--- src/rtl/mp_add_seq.sv ---
// Multi-precision add/subtract sequencer: one WORD_W-bit adder stepped across WORDS
// words per transaction, LSW first, with the inter-word carry held in a register.
module mp_add_seq #(
  parameter int WORD_W = 64,
  parameter int WORDS  = 4,
  parameter int IDX_W  = 2
) (
  input  logic              clk,
  input  logic              rst,
  input  logic              op_valid,
  output logic              op_ready,
  input  logic [WORD_W-1:0] op_a,
  input  logic [WORD_W-1:0] op_b,
  input  logic              op_sub,
  output logic              res_valid,
  input  logic              res_ready,
  output logic [WORD_W-1:0] res_sum,
  output logic              res_cout,
  output logic [IDX_W-1:0]  res_idx,
  output logic              res_last,
  output logic              busy,
  output logic              dbg_state
);

  // Handshakes: a transfer happens on a rising edge where valid and ready are both high;
  // valid never depends on ready, and a held result keeps every res_* bit stable until taken.
  typedef enum logic {
    S_IDLE = 1'b0,
    S_RUN  = 1'b1
  } state_t;

  state_t              r_state;
  logic [IDX_W-1:0]    r_idx;
  logic                r_carry;
  logic                r_mode;
  logic                r_res_valid;
  logic [WORD_W-1:0]   r_res_sum;
  logic                r_res_cout;
  logic [IDX_W-1:0]    r_res_idx;
  logic                r_res_last;

  logic                w_accept;
  logic                w_first;
  logic                w_last;
  logic                w_mode;
  logic                w_cin;
  logic [WORD_W-1:0]   w_b_eff;
  logic [WORD_W:0]     w_full;

  assign op_ready = ~rst & (~r_res_valid | res_ready);
  assign w_accept = op_valid & op_ready;
  assign w_first  = (r_idx == '0);
  assign w_last   = (r_idx == IDX_W'(WORDS - 1));

  // Word 0 takes its mode and carry-in straight from op_sub; later words use the latched copy.
  assign w_mode  = w_first ? op_sub : r_mode;
  assign w_cin   = w_first ? op_sub : r_carry;
  assign w_b_eff = w_mode ? ~op_b : op_b;
  assign w_full  = {1'b0, op_a} + {1'b0, w_b_eff} + (WORD_W + 1)'(w_cin);

  always_ff @(posedge clk) begin
    if (rst) begin
      r_state     <= S_IDLE;
      r_idx       <= '0;
      r_carry     <= 1'b0;
      r_mode      <= 1'b0;
      r_res_valid <= 1'b0;
      r_res_sum   <= '0;
      r_res_cout  <= 1'b0;
      r_res_idx   <= '0;
      r_res_last  <= 1'b0;
    end else if (w_accept) begin
      r_res_valid <= 1'b1;
      r_res_sum   <= w_full[WORD_W-1:0];
      r_res_cout  <= w_full[WORD_W];
      r_res_idx   <= r_idx;
      r_res_last  <= w_last;
      r_carry     <= w_full[WORD_W];
      if (w_first) begin
        r_mode <= op_sub;
      end
      if (w_last) begin
        r_idx   <= '0;
        r_state <= S_IDLE;
      end else begin
        r_idx   <= r_idx + IDX_W'(1);
        r_state <= S_RUN;
      end
    end else if (res_ready) begin
      r_res_valid <= 1'b0;
    end
  end

  assign res_valid = r_res_valid;
  assign res_sum   = r_res_sum;
  assign res_cout  = r_res_cout;
  assign res_idx   = r_res_idx;
  assign res_last  = r_res_last;
  assign busy      = (r_state == S_RUN) | r_res_valid;
  assign dbg_state = r_state;

endmodule

--- config.mk ---
export PLATFORM = sky130hd
export DESIGN_NAME = mp_add_seq
export DESIGN_NICKNAME = d
export VERILOG_FILES = /design/src/rtl/mp_add_seq.sv
export SDC_FILE = /design/constraint.sdc
export NUM_CORES = 1
export LEC_CHECK = 0
export ABC_CLOCK_PERIOD_IN_PS = 4200
export BUFFER_PORTS_ARGS = -buffer_cell sky130_fd_sc_hd__buf_2
export CORE_AREA = 2 2 123 125
export CTS_CLUSTER_DIAMETER = 50
export DETAILED_ROUTE_END_ITERATION = 10
export DIE_AREA = 0 0 125 127
export PLACE_DENSITY_LB_ADDON = 0.2
export RECOVER_POWER = 100
export SLEW_MARGIN = 20
export SYNTH_ARGS = -nofsm -noshare
export SYNTH_HDL_FRONTEND = slang
export SYNTH_SLANG_ARGS = --single-unit
export TNS_END_PERCENT = 100
--- constraint.sdc ---
create_clock -name clk -period 4.2 [get_ports clk]
set_clock_uncertainty 0.15 [all_clocks]
set_input_delay 0.42 -clock clk [delete_from_list [all_inputs] [get_ports clk]]
set_output_delay 0.42 -clock clk [all_outputs]
set_load 0.03 [all_outputs]
==> metrics.txt <==
cell area after layout=8670 µm²; ANT cells=0; top-level I/O count=205; clk_lat worst skew=0.35 ns; Hold-fix buffers, CTS=0; CP cell instances=inv_1 -> ha_4 -> mux2i_4 -> buf_6 -> buf_12 -> xnor2_1 -> ha_1 -> buf_4 -> a21oi_1 -> o21ai_0 -> or2_1 -> o211a_1 -> o21ai_2 -> o22ai_1 -> or3_1 -> a32o_1; final hold violations=0; Nets=1322; Synth Area per Inst=7.55 µm²; area of the multi-input gates=between 5000 and 6000 µm²; kind of critical path=register to register; EDFF count, synth=0; fin crit share=97.3%; setup TNS=0 ns; Syn Std Cell Area=between 6000 and 7000 µm²; CTS buffer count=9; input/output buffers=204; 1st-iter DRT viols=between 500 and 600; initial antenna violation count=0; H-tree levels=3; top cells by area, synth=dfxtp_1 (21%), ha_1 (12%), xnor2_1 (11%); Async S/R FF share, synth=0%; Worst setup SP type=register; Commonest cells post-synth=xnor2_1 (89), a21oi_1 (87), nand2_1 (84); clock sink count=73; Tmin final=4.09 ns; Worst Hold Class=input pin to register; Peak VDD IR=0.000222 V; FF/Latch Area=approximately 1500 µm²; synth warn=0; vias=7390; final setup violation count=0; Max clock buf depth=2; post-synth cell types=67; failing checks=capacitance limit, slew limit; power share of the combinational group=57.7%; number of fill cells in the layout=1424; DIE AREA=15900 µm²; Post-Synthesis Net Count=1112; Clock Power Share=18.9%; vias per cell=5.64; Rel. slew slack=-13.0%; post-synth top area share=21.2%; share of post-route cells with drive strength above 1=21.4%; Clock Tree Root=clkbuf_16; row count=44; CTS tree=built; sequential fraction of the synthesis area=21.2%; Slew Viols, Final=49; largest net degree at the start of global routing=68; Crit path required time=4.29 ns; drc violations=0; gpl congestion=0.911; status=finished with violations; Net Sw Frac=46.0%; Crit path arrival time=around 4.2 ns; Synth Flop Type=dfxtp_1; Core Region=14400 µm²; GRT overflow=0; Routed WL=21.0 mm; Cell Int Power=approximately 2100 µW; pin slew with the least headroom to its limit=1.70 ns; Crit Path Max Fanout=10; number of synthesized register bits=73; Gate Count Post-Synth=912; die height=127 µm; first-pass GRT wire length=32.5 mm; WL/cell=16.0 µm; TritonRoute pass-1 iters=5; overall power=3930 µW; Setup crit end kind=register; Die W=125 µm; crit-path max cell delay=~0.33 ns; count leader, synth=xnor2_1; Max-Cap Viols=1; Leak=between 0.003 and 0.004 µW; Starting Density=47.7%; PwrDens=453 nW/µm²; number of global-route vias before repair=between 6000 and 7000; Flop pwr share=between 20% and 30%; Clock transition at path regs=0.06 ns; fmax=~240 MHz; area growth from synthesis to layout=25.9%; Cell Area, Placed=a little over 8000 µm²; Worst path slowest cell=or3_1; Antenna Violating Nets Remaining=0; Switch Pwr=between 1500 and 2000 µW; area leader, netlist=dfxtp_1; post-DP HPWL=16.2 mm; Global Route Usage Sum=24.6%
kinds of logic after synthesis:
kind of cell	count (synthesis)	synth area share (%)
AOI/OAI and AO/OA	304	27.9
and+or+nand+nor	270	19.1
xor gates and xnor gates	112	14.2
buffers and inverters	82	4.52
DFF	73	21.2
adders and majority gates	67	12.4
muxes	4	0.600
registers in the layout (all words and copies together) (netlist names):
register and count:
dbg_state 1, r_idx 2, res_sum 64, res_idx 2, res_last 1, res_valid 1, res_cout 1, r_mode 1
cell usage in the layout (no fill, tap or decap), drive strengths merged, types with 3 or more instances in the layout:
cell / n
buf: 185
xnor2: 89
o21ai: 89
a21oi: 87
nand2: 85
clkbuf: 84
dfxtp: 73
ha: 65
nand3: 56
nor2: 42
nand4: 30
a21o: 30
xor2: 23
inv: 23
nor3: 18
o21bai: 14
o211ai: 10
a211oi: 10
a31oi: 8
o31ai: 8
o21a: 7
a211o: 7
nor2b: 6
or4: 5
or3: 5
and2: 4
nand2b: 4
a31o: 4
a22oi: 4
and4: 4
o22ai: 4
or2: 4
clkinv: 4
and3: 3
o31a: 3
mux2i: 3
worst max-delay path, delay by kind of cell (launching register included):
family,cells,cell delay [ns]
AOI/OAI and AO/OA,6,1.36
and+or+nand+nor,2,0.61
buffers and inverters,4,0.60
adders and majority gates,2,0.47
DFF,1,0.32
muxes,1,0.32
xor gates and xnor gates,1,0.13
final cells by class:
type | instances | area share [%]
tap | 184 | 2.66
clock buffer | 9 | 2.60
multi-input combinational | 757 | 60.2
sequential | 73 | 16.9
inverter | 21 | 0.909
timing repair buffer | 260 | 16.2
clock inverter | 7 | 0.606
what timing repair did:
action / 4_1_cts / 5_1_grt
gates resized for setup: 0 / 20
buffers inserted: 0 / 11
endpoints found under the setup margin: 0 / 26
routing by layer:
metal | wire length [µm] | up-vias | global-route usage (%)
li1 | - | 3734 | -
met1 | 9790 | 3400 | 33.9
met2 | 9770 | 241 | 41.3
met3 | 1280 | 15 | 3.81
met4 | 176 | 0 | 4.44
met5 | 0 | - | 0
path summary, 6_finish.rpt:
| kind | start | to | slack, ns | depth (start not counted) |
|---|---|---|---|---|
| min reg2reg | res_sum[54]$_SDFFE_PP0P_ | res_sum[54]$_SDFFE_PP0P_ | 0.29 | 2 |
| max reg2reg | r_idx[1]$_SDFFE_PP0P_ | res_sum[53]$_SDFFE_PP0P_ | 0.11 | 16 |
| max | r_idx[1]$_SDFFE_PP0P_ | res_sum[53]$_SDFFE_PP0P_ | 0.11 | 16 |
| min | res_ready | res_valid$_SDFFE_PP0P_ | 0.21 | 4 |
power by group through the flow:
stage	combinational [µW]	clock [µW]	sequential (µW)
final	2260	741	920
after detailed placement	2200	0	929
after CTS	2220	746	915
after global placement	2190	0	927
after global routing	2480	774	933
after floorplan	1300	0	1190
through the flow:
step / setup slack, ns / utilization (%) / hold slack, ns / std cells
2_1_floorplan: 0.0478 / - / 0.293 / 912
3_3_place_gp: 0.167 / 57.3 / 0.283 / 1282
3_5_place_dp: 0.0548 / 57.3 / 0.285 / 1282
4_1_cts: 0.0192 / 59.2 / 0.205 / 1298
5_1_grt: -0.0744 / 60.1 / 0.221 / 1311
6_report: 0.112 / 60.1 / 0.210 / 1311
(Power assumes the default switching activity.)
